**src/rtl/load_store_unit.sv**
```systemverilog
// Load/store unit: one outstanding byte/half/word access on a req/gnt/rvalid bus,
// with alignment fault detection, bus timeout and sign/zero extension of loads.
module load_store_unit #(
  parameter int TIMEOUT = 16
) (
  input  logic        clk,
  input  logic        n_rst,
  input  logic        req_valid,
  input  logic        MemRead,
  input  logic        MemWr,
  input  logic [2:0]  funct3,
  input  logic [31:0] addr,
  input  logic [31:0] write_data,
  output logic        busy,
  output logic        done,
  output logic [31:0] load_data,
  output logic        misaligned,
  output logic        bus_err,
  output logic        mem_req,
  output logic        mem_we,
  output logic [29:0] mem_addr,
  output logic [3:0]  mem_wstrb,
  output logic [31:0] mem_wdata,
  input  logic        mem_gnt,
  input  logic        mem_rvalid,
  input  logic [31:0] mem_rdata
);

  typedef enum logic [1:0] {IDLE, ADDR, RDATA, RESP} state_t;

  localparam logic [7:0] LP_CNT_LAST = 8'(TIMEOUT - 1);

  state_t      r_state;
  logic [7:0]  r_cnt;
  logic        r_is_store;
  logic [2:0]  r_funct3;
  logic [1:0]  r_lane;
  logic        w_accept;
  logic        w_fault;

  function automatic logic [3:0] store_strb(input logic [2:0] f3, input logic [1:0] lane);
    case (f3[1:0])
      2'd0:    return 4'b0001 << lane;
      2'd1:    return 4'b0011 << lane;
      default: return 4'b1111;
    endcase
  endfunction

  function automatic logic [31:0] store_data(input logic [2:0] f3, input logic [31:0] wd);
    case (f3[1:0])
      2'd0:    return {4{wd[7:0]}};
      2'd1:    return {2{wd[15:0]}};
      default: return wd;
    endcase
  endfunction

  function automatic logic [31:0] load_extend(input logic [2:0] f3, input logic [1:0] lane,
                                              input logic [31:0] rd);
    logic [7:0]  b;
    logic [15:0] h;
    b = 8'(rd >> {lane, 3'b000});
    h = lane[1] ? rd[31:16] : rd[15:0];
    case (f3)
      3'd0:    return {{24{b[7]}}, b};
      3'd1:    return {{16{h[15]}}, h};
      3'd4:    return {24'd0, b};
      3'd5:    return {16'd0, h};
      default: return rd;
    endcase
  endfunction

  assign w_accept = req_valid && (MemRead ^ MemWr);
  assign busy     = (r_state == ADDR) || (r_state == RDATA);

  always_comb begin
    w_fault = 1'b0;
    if (funct3 == 3'd3 || funct3[2:1] == 2'b11) w_fault = 1'b1;
    if (MemWr && funct3[2])                     w_fault = 1'b1;
    if (funct3[1:0] == 2'd1 && addr[0])         w_fault = 1'b1;
    if (funct3[1:0] == 2'd2 && addr[1:0] != 2'd0) w_fault = 1'b1;
  end

  always_ff @(posedge clk) begin
    if (!n_rst) begin
      r_state    <= IDLE;
      r_cnt      <= 8'd0;
      r_is_store <= 1'b0;
      r_funct3   <= 3'd0;
      r_lane     <= 2'd0;
      done       <= 1'b0;
      misaligned <= 1'b0;
      bus_err    <= 1'b0;
      load_data  <= 32'd0;
      mem_req    <= 1'b0;
      mem_we     <= 1'b0;
      mem_addr   <= 30'd0;
      mem_wstrb  <= 4'd0;
      mem_wdata  <= 32'd0;
    end else begin
      case (r_state)
        IDLE: begin
          if (w_accept) begin
            r_is_store <= MemWr;
            r_funct3   <= funct3;
            r_lane     <= addr[1:0];
            if (w_fault) begin
              r_state    <= RESP;
              done       <= 1'b1;
              misaligned <= 1'b1;
            end else begin
              r_state   <= ADDR;
              r_cnt     <= 8'd0;
              mem_req   <= 1'b1;
              mem_we    <= MemWr;
              mem_addr  <= addr[31:2];
              mem_wstrb <= MemWr ? store_strb(funct3, addr[1:0]) : 4'd0;
              mem_wdata <= MemWr ? store_data(funct3, write_data) : 32'd0;
            end
          end
        end
        ADDR: begin
          // A grant on the last counted cycle still completes normally.
          if (mem_gnt || r_cnt == LP_CNT_LAST) begin
            mem_req   <= 1'b0;
            mem_we    <= 1'b0;
            mem_addr  <= 30'd0;
            mem_wstrb <= 4'd0;
            mem_wdata <= 32'd0;
            if (!mem_gnt) begin
              r_state <= RESP;
              done    <= 1'b1;
              bus_err <= 1'b1;
            end else if (r_is_store) begin
              r_state <= RESP;
              done    <= 1'b1;
            end else begin
              r_state <= RDATA;
              r_cnt   <= 8'd0;
            end
          end else begin
            r_cnt <= r_cnt + 8'd1;
          end
        end
        RDATA: begin
          if (mem_rvalid) begin
            load_data <= load_extend(r_funct3, r_lane, mem_rdata);
            r_state   <= RESP;
            done      <= 1'b1;
          end else if (r_cnt == LP_CNT_LAST) begin
            r_state <= RESP;
            done    <= 1'b1;
            bus_err <= 1'b1;
          end else begin
            r_cnt <= r_cnt + 8'd1;
          end
        end
        default: begin
          r_state    <= IDLE;
          done       <= 1'b0;
          misaligned <= 1'b0;
          bus_err    <= 1'b0;
        end
      endcase
    end
  end

endmodule

```
**config.mk**
```make
export PLATFORM = sky130hd
export DESIGN_NAME = load_store_unit
export DESIGN_NICKNAME = d
export VERILOG_FILES = /design/src/rtl/load_store_unit.sv
export SDC_FILE = /design/constraint.sdc
export NUM_CORES = 1
export LEC_CHECK = 0
export CAP_MARGIN = 20
export CORE_ASPECT_RATIO = 1.4
export CORE_MARGIN = 8
export CORE_UTILIZATION = 45
export CTS_CLUSTER_DIAMETER = 200
export DETAILED_ROUTE_END_ITERATION = 12
export GPL_ROUTABILITY_DRIVEN = 1
export PLACE_DENSITY_LB_ADDON = 0.12
export SLEW_MARGIN = 25
export SYNTH_ARGS = -nofsm -noshare
export SYNTH_HDL_FRONTEND = slang
export SYNTH_SLANG_ARGS = --single-unit
```
**constraint.sdc**
```tcl
create_clock -name clk -period 3 [get_ports clk]
set_clock_uncertainty 0.15 [all_clocks]
set_input_delay 0.6 -clock clk [delete_from_list [all_inputs] [get_ports clk]]
set_output_delay 0.6 -clock clk [all_outputs]
set_load 0.1 [all_outputs]
```
==> summary.txt, run 1 <==
Placed design
  – Cell Area, Placed: around 7600 sq um
  – Final HPWL DP: roughly 13 mm
  – Input/output buffers: approximately 210
  – Final GP Congestion: about 0.85

Routing
  – Total DRC errors in the routed layout: 0
  – Count of vias placed by the detailed router: 5515
  – DR pass1 iterations: 4
  – Met2 wire len: 8.60 mm
  – Drt first-iter violations: 221
  – Detailed-route vias per instance: 5.52
  – DR WL met3: 1.51 mm
  – Average detailed-routed wire length per instance: 17.8 microns
  – Detailed-routing wirelength on met1: 7.20 mm
  – Detailed Route WL: ~18 mm
  – Number of antenna-violating nets in the routed design: 0
  – Top routing layer in use: met4

Logic synthesis
  – Count of synthesis-stage warnings from yosys: 0
  – Register bit total from synthesis: 119
  – Dominant register cell in the synthesized netlist: sky130_fd_sc_hd__dfxtp_1
  – Number of flops mapped to enable cells by yosys: 0
  – Area of the mapped netlist: 5560 sq um
  – FFs w/ async S/R, synth: 0%
  – Sequential element share of the synthesized area: 42.8%
  – Cell variety after synth: between 50 and 60
  – Number of standard cells after synthesis: 638
  – Post-Syn Nets: roughly 750
  – Average size of a mapped cell: 8.72 sq um

Worst setup path
  – Worst-case reg-to-reg path depth: 7
  – Setup CP Type: in -> reg
  – Nature of the critical path startpoint: input pin
  – Maximum fanout along the worst path: 33
  – Endpoint required time on the critical path: 3.16 ns
  – CP Data Arrival Time: 2.67 ns
  – Crit path capture type: flop

Power
  – Pwr dens: 954 nW/um^2
  – Peak VDD IR: 0.000525 V
  – Leakage power summed over all cells: 3.39 nW

Die
  – Count of boundary I/O pins: 210
  – Die area: 16200 sq um
  – Effective utilization at floorplan: 45.6%
  – Total core area: 12200 sq um
  – Width of the die: between 100 and 150 microns
  – Cell Rows: 48
  – Y dimension of the die: about 150 microns

Clock tree
  – CTS H-tree depth: 4
  – Number of buffers on the longest clock path: 2
  – Hold_buf cts: 0
  – Clock transition time at the flip-flop clock pins of the worst setup and hold paths: ~0.05 ns
  – Number of sinks driven by the clock tree: 119
  – CTS resizes: 0
  – Total clock buffers created by CTS: 17
  – TritonCTS clock tree: built
  – Post-CTS setup buffer count: 0
  – Clock Latency Late Sink: roughly 0.4 ns
  – Root Driver: sky130_fd_sc_hd__clkbuf_16

Timing
  – Post-layout minimum cycle time: 2.51 ns
  – Highest achievable clock rate: 398 MHz
  – Number of max-slew violations in the final report: 0
  – Final worst path period share: approximately 84%
  – Finish-stage setup viols: 0
  – Post-Route Setup TNS: 0 ns
  – Normalized max-slew margin: 55.3%
  – Worst-Margin Slew: 0.669 ns
  – Unrepaired setup endpoints after global routing: no
  – Number of endpoints with negative hold slack in the final report: 0

Layout
  – Design Area, Final: 8230 sq um
  – Multi-input logic area: 2910 sq um
  – Count of fill cells added during filler insertion: 1004
  – Net total in the final layout: between 900 and 1000
  – Number of diodes added for antenna fixing: 0
  – Reg area: between 2000 and 2500 sq um
  – Share of layout cells above drive strength 1: about a fifth
  – Area growth from synthesis to layout: 47.9%

GRT
  – Overall global routing resource usage: 21.6%
  – Antenna violations before repair: 0
  – Via count of the first global-routing pass: 5613
  – Remaining global-route overflow: 0
  – Global-route wire length before repair: 28.3 mm
  – Pin count of the biggest net entering global routing: 45

Flow run
  – MaxCap Viol Count: 0

Min path
  – Min-Delay Path Class: reg -> reg
  – Hold-critical path depth: 2

Status
  – Result of the run: completed
==> registers in the layout (all words and copies together) (netlist names) <==
signal,cells
load_data,32
mem_addr,30
r_state,2
mem_wstrb,4
misaligned,1
r_lane,2
r_is_store,1
r_funct3,3
r_cnt,8
bus_err,1
mem_we,1
mem_req,1
mem_wdata,32
done,1
==> worst paths after layout <==
kind / startpoint / to / slack [ns]
setup / recovery: addr[0] / mem_addr[0]$_SDFFE_PN0P_ / 0.49
hold / removal: mem_addr[9]$_SDFFE_PN0P_ / mem_addr[9]$_SDFFE_PN0P_ / 0.30
setup reg to reg: r_cnt[0]$_SDFFE_PN0P_ / mem_wstrb[0]$_SDFFE_PN0P_ / 0.58
hold reg to reg: mem_addr[9]$_SDFFE_PN0P_ / mem_addr[9]$_SDFFE_PN0P_ / 0.30
==> metal layers <==
| metal | up-vias | track usage [%] |
|---|---|---|
| met1 | 2570 | 25.4 |
| met2 | 220 | 34.5 |
| met5 | - | 0 |
| met4 | 0 | 10.7 |
| met3 | 36 | 6.41 |
| li1 | 2689 | - |
==> cells in the final DEF (no fill, tap or decap), drive strengths merged, types with 6 or more instances in the layout <==
cell type,netlist,final
inv,16,16
nor2,18,18
buf,8,130
a21oi,55,55
nand2,87,87
nor2b,14,14
nand3,11,11
nand3b,36,36
o2bb2ai,19,19
nor3,6,6
dfxtp,119,119
a21boi,34,34
clkbuf,46,25
a22o,17,17
mux2i,39,39
o21ai,50,50
clkdlybuf4s50,0,104
==> logic make-up after synthesis <==
family	synth area share, %
compound gates	25.9
xor+xnor	0.157
fa+ha+maj	1.12
buf+inv	4.95
flops	42.8
mux	8.03
simple gates	17.0
==> cell type report <==
class	instances	area share, %
inverters	16	0.730
well taps	150	2.28
clock buffers	25	6.27
repair buffers	234	24.8
clock inverters	7	1.67
flip-flops and latches	119	29.0
multi-input cells	449	35.3
==> cells in the mapped netlist (all sizes together), types with 2 or more instances <==
cell type / n / share of area, %
a2111oi: 4 / 0.97
a21boi: 34 / 4.8
a21o: 2 / 0.27
a21oi: 55 / 4.9
a22o: 17 / 2.7
a22oi: 5 / 0.67
a2bb2oi: 3 / 0.47
and2: 2 / 0.22
and3: 2 / 0.22
buf: 8 / 0.76
clkbuf: 46 / 3.1
dfxtp: 119 / 43
ha: 5 / 1.1
inv: 16 / 1.1
mux2: 3 / 0.61
mux2i: 39 / 7.0
nand2: 87 / 5.9
nand2b: 5 / 0.56
nand3: 11 / 0.99
nand3b: 36 / 4.9
nor2: 18 / 1.2
nor2b: 14 / 1.6
nor3: 6 / 0.63
nor4: 2 / 0.34
o211ai: 4 / 0.54
o21ai: 50 / 4.5
o221ai: 3 / 0.47
o22a: 4 / 0.63
o22ai: 2 / 0.22
o2bb2ai: 19 / 3.0
or3: 2 / 0.22
==> power by group <==
group | internal [mW] | total, mW | switching (mW)
registers | 1.84 | 1.99 | 0.151
clock network | 1.52 | 2.21 | 0.692
logic | 0.945 | 3.65 | 2.71
total | 4.30 | 7.85 | 3.55
==> critical path: stages <==
cell and delay (ns):
sky130_fd_sc_hd__clkdlybuf4s50_1 0.44, sky130_fd_sc_hd__buf_4 0.17, sky130_fd_sc_hd__nor2_1 0.28, sky130_fd_sc_hd__a21boi_4 0.09, sky130_fd_sc_hd__buf_4 0.17, sky130_fd_sc_hd__a2111oi_4 0.40, sky130_fd_sc_hd__buf_12 0.23, sky130_fd_sc_hd__nand3b_1 0.09
sky130_fd_sc_hd__a21boi_0 0.19
==> per-stage QoR <==
stage	hold WS, ns	worst slack, ns	instances	utilization (%)	total power [mW]
2_1_floorplan	0.303	0.378	638	-	4.77
3_3_place_gp	0.287	0.137	968	62.1	5.63
3_5_place_dp	0.297	0.0908	968	62.1	5.67
4_1_cts	0.305	0.490	1000	67.5	7.90
5_1_grt	0.328	0.313	1000	67.5	8.18
6_report	0.304	0.490	1000	67.5	7.85
Power figures use the tool's default switching activity.
==> run 2, diff against run 1 <==
Settings changed: CORE_UTILIZATION 45 to 40.
Clock period 3 ns to 2.08 ns, I/O delays scaled along.
==> run 2 against run 1 <==
  * Worst hold slack worse by 0.12 ns
  * Final area is 11% higher
  * First-iteration DRC count is 27% higher
  * Combinational power is 72% higher
  * Sequential power is 47% higher
  * Clock-buffer cell count is 8 lower
  * Largest power group unchanged
  * Utilization is 1.4 points lower
  * Clock power is 37% higher
==> summary.txt, run 2 (same netlist as run 1, synthesis figures left out) <==
Timing
  – Number of endpoints with negative hold slack in the final report: 0 (unchanged)
  – Highest achievable clock rate: 484 MHz
  – Post-layout minimum cycle time: 2.06 ns
  – Finish-stage setup viols: 0 (unchanged)
  – Unrepaired setup endpoints after global routing: yes
  – Smallest hold slack: 0.185 ns (-0.119 ns)
  – Normalized max-slew margin: 59.3% (+4.0 points)
  – Final worst path period share: 99.3%
  – Worst-Margin Slew: 0.610 ns (-0.0594 ns)
  – Number of max-slew violations in the final report: 0 (unchanged)

GRT
  – Pin count of the biggest net entering global routing: 49 (+8.9%)
  – Remaining global-route overflow: 0 (unchanged)
  – Via count of the first global-routing pass: 5967 (+6.3%)
  – Antenna violations before repair: 2 (+2)
  – Overall global routing resource usage: 21.3% (-0.31 points)
  – Global-route wire length before repair: 30.5 mm (+7.7%)

Routing
  – Detailed Route WL: 19.6 mm (+9.9%)
  – Number of antenna-violating nets in the routed design: 0 (unchanged)
  – Count of vias placed by the detailed router: 5756 (+4.4%)
  – Total DRC errors in the routed layout: 0 (unchanged)
  – Drt first-iter violations: 281 (+27%)
  – Detailed-route vias per instance: 5.32 (-3.5%)
  – Average detailed-routed wire length per instance: 18.1 microns (+1.5%)
  – DR pass1 iterations: 5 (+1)

Clock tree
  – TritonCTS clock tree: built
  – Total clock buffers created by CTS: 17 (unchanged)
  – Number of sinks driven by the clock tree: 119 (unchanged)
  – Clock Latency Late Sink: 0.41 ns (about the same)
  – Number of buffers on the longest clock path: 2 (unchanged)
  – Root Driver: sky130_fd_sc_hd__clkbuf_16
  – CTS H-tree depth: 4 (unchanged)
  – Clock transition time at the flip-flop clock pins of the worst setup and hold paths: 0.06 ns (about the same)

Die
  – Die area: 18000 sq um (+11%)
  – Total core area: 13800 sq um (+13%)
  – Effective utilization at floorplan: 40.4% (-5.3 points)
  – Cell Rows: 51 (+6.3%)
  – Y dimension of the die: 156 microns (+5.4%)
  – Count of boundary I/O pins: 210 (unchanged)
  – Width of the die: 116 microns (+5.2%)

Worst setup path
  – Nature of the critical path startpoint: flop
  – Setup CP Type: reg -> reg
  – Family with the most delay on the worst path: compound AO/OA/AOI/OAI gates
  – Cell Chain, Critical Path: ha_2, and3_4, a21oi_2, a2111oi_4, buf_4, buf_16, nand3b_1, a21boi_1
  – Number of buffer and inverter instances along the worst setup path: 2 (-2)
  – Crit path capture type: flop
  – Highest-delay cell along the critical path: sky130_fd_sc_hd__a2111oi_4
  – Peak per-stage delay on the critical path: 0.40 ns (-0.04 ns)
  – R2r setup slk: 0.02 ns (-0.56 ns)
  – Maximum fanout along the worst path: 8 (-76%)
  – Endpoint required time on the critical path: 2.27 ns (-0.89 ns)
  – CP Data Arrival Time: 2.26 ns (-0.41 ns)

Layout
  – Most frequent standard cell in the layout excluding fill and tap cells: sky130_fd_sc_hd__buf_4
  – Design Area, Final: 9100 sq um (+11%)
  – Share of layout cells above drive strength 1: 26.6% (+6.7 points)
  – Area growth from synthesis to layout: 63.6%
  – Biggest regs: load_data x32, mem_wdata x32, mem_addr x30
  – Commonest cells after routing, fill and taps aside: 137 x sky130_fd_sc_hd__buf_4, 114 x sky130_fd_sc_hd__dfxtp_1, 97 x sky130_fd_sc_hd__clkdlybuf4s50_1
  – Net total in the final layout: 994 (+4.9%)
  – Count of fill cells added during filler insertion: 1144 (+14%)

Power
  – Peak VDD IR: 0.000668 V (+27%)
  – Pwr dens: 1340 nW/um^2 (+41%)
  – Leakage power summed over all cells: 3.75 nW (+11%)

Status
  – Result of the run: completed

Placed design
  – Input/output buffers: 209 (unchanged)
  – Cell Area, Placed: 8240 sq um (+8.8%)
  – Final HPWL DP: 13.9 mm (+4.6%)
  – Final GP Congestion: 0.909 (+7.1%)

Min path
  – Min-Delay Path Class: in -> reg

Flow run
  – MaxCap Viol Count: 0 (unchanged)
## run 2: per-layer routing
metal  share of wire (%)  GRT usage [%]
met5               0.041              0
met2                  52           37.9
met1                  39           22.6
met4                 2.0           7.25
met3                 7.6           7.44
## run 2: final cells by class
type / count / area [sq um] / share of cell area [%]
timing repair buffer: 280 / 2830 / 31.1
clock buffer: 17 / 425 / 4.67
tap: 185 / 231 / 2.54
sequential: 119 / 2390 / 26.3
inverter: 16 / 62.6 / 0.687
multi-input combinational: 449 / 2980 / 32.8
clock inverter: 15 / 179 / 1.97
antenna: 1 / 2.50 / 0.0275
## run 2: path summary, 6_finish.rpt
path                                                start                         to  cells after the start
worst min register to register  mem_addr[29]$_SDFFE_PN0P_  mem_addr[29]$_SDFFE_PN0P_                      2
worst max register to register      r_cnt[0]$_SDFFE_PN0P_  mem_addr[10]$_SDFFE_PN0P_                      8
worst max-delay path                r_cnt[0]$_SDFFE_PN0P_  mem_addr[10]$_SDFFE_PN0P_                      8
worst min-delay path                                n_rst    r_is_store$_SDFFE_PN0P_                      2
## run 2: repair_timing
item	4_1_cts	5_1_grt
gates resized for setup	28	17
setup endpoints to repair	69	76
buffers inserted	7	2
hold buffers	0	0
pin swaps	6	18
gates cloned	4	1
## run 2: worst reg2reg max path: stages (launching register included)
cell                        delay [ns]
sky130_fd_sc_hd__dfxtp_2          0.35
sky130_fd_sc_hd__ha_2             0.19
sky130_fd_sc_hd__and3_4           0.20
sky130_fd_sc_hd__a21oi_2          0.10
sky130_fd_sc_hd__a2111oi_4        0.40
sky130_fd_sc_hd__buf_4            0.23
sky130_fd_sc_hd__buf_16           0.14
sky130_fd_sc_hd__nand3b_1         0.10
sky130_fd_sc_hd__a21boi_1         0.15
## run 2: stage by stage
step | instances | utilization, % | worst slack [ns] | power [mW] | TNS (ns)
2_1_floorplan | 638 | - | -0.237 | 6.96 | -6.52
3_5_place_dp | 1038 | 59.8 | -0.574 | 8.74 | -43.55
6_report | 1082 | 66.0 | 0.0155 | 12.2 | 0
3_3_place_gp | 1038 | 59.8 | -0.524 | 8.66 | -40.00
4_1_cts | 1081 | 66.0 | 0.00614 | 12.3 | 0
5_1_grt | 1082 | 66.0 | -0.0495 | 12.7 | -0.346
## run 2: report_power, final
part	internal [mW]	leakage [nW]	switching, mW
combinational	2.11	2.50	4.16
clock	1.89	0.286	1.14
sequential	2.65	0.968	0.262
total	6.65	3.75	5.56
==> run 3, diff against run 2 <==
Settings changed: CORE_MARGIN 8 to 2, MAX_ROUTING_LAYER set to met4.
==> run 3 against run 2 <==
  * Combinational power rose by 2%
  * Highest routed layer is now met4
  * Clock-buffer cell count is 1 higher
  * Sequential power hardly changed
  * Non-clock buffer count grew 7
==> summary.txt, run 3 (same netlist as run 1, synthesis figures left out) <==
Layout
  – Share of layout cells above drive strength 1: 27.9% (+1.3 points)
  – Area growth from synthesis to layout: 64.6%
  – Biggest regs: load_data x32, mem_wdata x32, mem_addr x30
  – Count of fill cells added during filler insertion: 1131 (-1.1%)
  – Commonest cells after routing, fill and taps aside: 149 x sky130_fd_sc_hd__buf_4, 114 x sky130_fd_sc_hd__dfxtp_1, 97 x sky130_fd_sc_hd__clkdlybuf4s50_1
  – Most frequent standard cell in the layout excluding fill and tap cells: sky130_fd_sc_hd__buf_4
  – Final Core Density: 66.4% (+0.38 points)
  – Net total in the final layout: 1001 (+0.70%)
  – Number of diodes added for antenna fixing: 0 (-1)

Flow run
  – MaxCap Viol Count: 0 (unchanged)

Routing
  – Count of vias placed by the detailed router: 5712 (-0.76%)
  – DR pass1 iterations: 5 (unchanged)
  – Average detailed-routed wire length per instance: 16.7 microns (-7.9%)
  – Total DRC errors in the routed layout: 0 (unchanged)
  – Detailed Route WL: 18.2 mm (-7.4%)
  – Detailed-route vias per instance: 5.25 (-1.3%)
  – Number of antenna-violating nets in the routed design: 0 (unchanged)
  – Drt first-iter violations: 284 (+1.1%)

GRT
  – Remaining global-route overflow: 0 (unchanged)
  – Pin count of the biggest net entering global routing: 48 (-2.0%)
  – Via count of the first global-routing pass: 5741 (-3.8%)
  – Global-route wire length before repair: 28.5 mm (-6.7%)
  – Antenna violations before repair: 0 (-2)
  – Overall global routing resource usage: 24.3% (+3.0 points)

Die
  – Die area: 14900 sq um (-17%)
  – Total core area: 13800 sq um (unchanged)
  – Count of boundary I/O pins: 210 (unchanged)
  – Width of the die: 104 microns (-10%)
  – Cell Rows: 51 (unchanged)
  – Y dimension of the die: 144 microns (-7.7%)
  – Effective utilization at floorplan: 40.4% (unchanged)

Placed design
  – Final HPWL DP: 12.3 mm (-11%)
  – Final GP Congestion: 0.960 (+5.6%)
  – Placement-stage worst setup slack: -0.608 ns (-0.0343 ns)
  – Input/output buffers: 209 (unchanged)

Clock tree
  – Clock Latency Late Sink: 0.41 ns (about the same)
  – Clock transition time at the flip-flop clock pins of the worst setup and hold paths: 0.05 ns (about the same)
  – Root Driver: sky130_fd_sc_hd__clkbuf_16
  – CTS H-tree depth: 4 (unchanged)
  – Total clock buffers created by CTS: 17 (unchanged)
  – Hold_buf cts: 0 (unchanged)
  – Number of buffers on the longest clock path: 2 (unchanged)
  – TritonCTS clock tree: built
  – Number of sinks driven by the clock tree: 119 (unchanged)

Worst setup path
  – Nature of the critical path startpoint: flop
  – Peak per-stage delay on the critical path: 0.39 ns (about the same)
  – Endpoint required time on the critical path: 2.26 ns (about the same)
  – Crit path capture type: flop
  – Cell Chain, Critical Path: inv_4, ha_4, inv_4, a21oi_4, buf_6, a2111oi_4, buf_4, buf_16, nand3b_1, a21boi_1
  – Highest-delay cell along the critical path: sky130_fd_sc_hd__dfxtp_4
  – Most numerous cell on the critical path: sky130_fd_sc_hd__inv_4
  – Maximum fanout along the worst path: 8 (unchanged)
  – CP Data Arrival Time: 2.24 ns (-0.02 ns)
  – Setup CP Type: reg -> reg

Timing
  – Setup slack after layout: 0.0187 ns (+0.00323 ns)
  – Worst-Margin Slew: 0.683 ns (+0.0733 ns)
  – Post-Route Setup TNS: 0 ns (unchanged)
  – Unrepaired setup endpoints after global routing: yes
  – Number of endpoints with negative hold slack in the final report: 0 (unchanged)
  – Normalized max-slew margin: 54.4% (-4.9 points)
  – Number of max-slew violations in the final report: 0 (unchanged)
  – Final worst path period share: 99.1% (-0.16 points)
  – Finish-stage setup viols: 0 (unchanged)
  – Highest achievable clock rate: 485 MHz (+0.16%)
  – Post-layout minimum cycle time: 2.06 ns (-0.00323 ns)

Power
  – Pwr dens: 1360 nW/um^2 (+1.4%)
  – Peak VDD IR: 0.000744 V (+11%)
  – Leakage power summed over all cells: 3.79 nW (+0.98%)
  – Overall power after layout: 12.4 mW (+2.0%)

Min path
  – Min-Delay Path Class: in -> reg

Status
  – Result of the run: completed
## run 3: cell types whose count changed in the layout (fill, tap and decap cells not counted), moves of 2 or more
| cell | change |
|---|---|
| sky130_fd_sc_hd__buf_4 | +12 |
| sky130_fd_sc_hd__buf_12 | -6 |
| sky130_fd_sc_hd__clkbuf_2 | +3 |
| sky130_fd_sc_hd__a21boi_0 | +2 |
| sky130_fd_sc_hd__clkdlybuf4s15_1 | -2 |
| sky130_fd_sc_hd__clkinv_2 | -2 |
| sky130_fd_sc_hd__o221ai_1 | -2 |
| sky130_fd_sc_hd__o221ai_2 | +2 |
## run 3: metrics by stage
stage	hold WS [ns]	instances	cell area (sq um)
finish	0.180	1088	9160
floorplan	0.303	638	5600
CTS	0.191	1082	9020
global route	0.199	1088	9160
detailed placement	0.295	1038	8170
global placement	0.292	1038	8170
## run 3: area by class of cell
cell class	count	area, sq um	area share (%)
clock buffer	18	439	4.80
clock inverter	14	199	2.17
inverter	16	65.1	0.711
multi-input combinational	449	3020	33.0
sequential	119	2390	26.1
tap	185	231	2.53
timing repair buffer	287	2810	30.6
## run 3: worst paths after layout
path,start,depth (start not counted),slack [ns],end
worst max-delay path,r_state[0]$_SDFFE_PN0P_,10,0.02,mem_addr[24]$_SDFFE_PN0P_
worst min-delay path,MemWr,3,0.18,r_is_store$_SDFFE_PN0P_
worst max register to register,r_state[0]$_SDFFE_PN0P_,10,0.02,mem_addr[24]$_SDFFE_PN0P_
worst min register to register,mem_addr[26]$_SDFFE_PN0P_,2,0.30,mem_addr[26]$_SDFFE_PN0P_
## run 3: routing by layer
metal	GRT usage [%]	routed length, microns
met5	-	0
met4	10.5	480
met3	4.67	1030
met2	42.7	9400
met1	27.2	7240
## run 3: what timing repair did
item,4_1_cts,5_1_grt
setup endpoints to repair,69,92
endpoints found under the hold margin,0,0
resized for setup,22,34
gates cloned,3,2
pin swaps,19,15
buffers inserted,9,6
## run 3: power breakdown
| group | switching [mW] | internal (mW) |
|---|---|---|
| sequential | 0.255 | 2.65 |
| combinational | 4.20 | 2.22 |
| clock | 1.08 | 2.04 |
## run 3: critical path: cells and delay by family (launching register included)
family          cells  cell delay (ns)
simple gates        1             0.10
compound gates      3             0.57
fa+ha+maj           1             0.18
buf+inv             5             0.60
flops               1             0.39
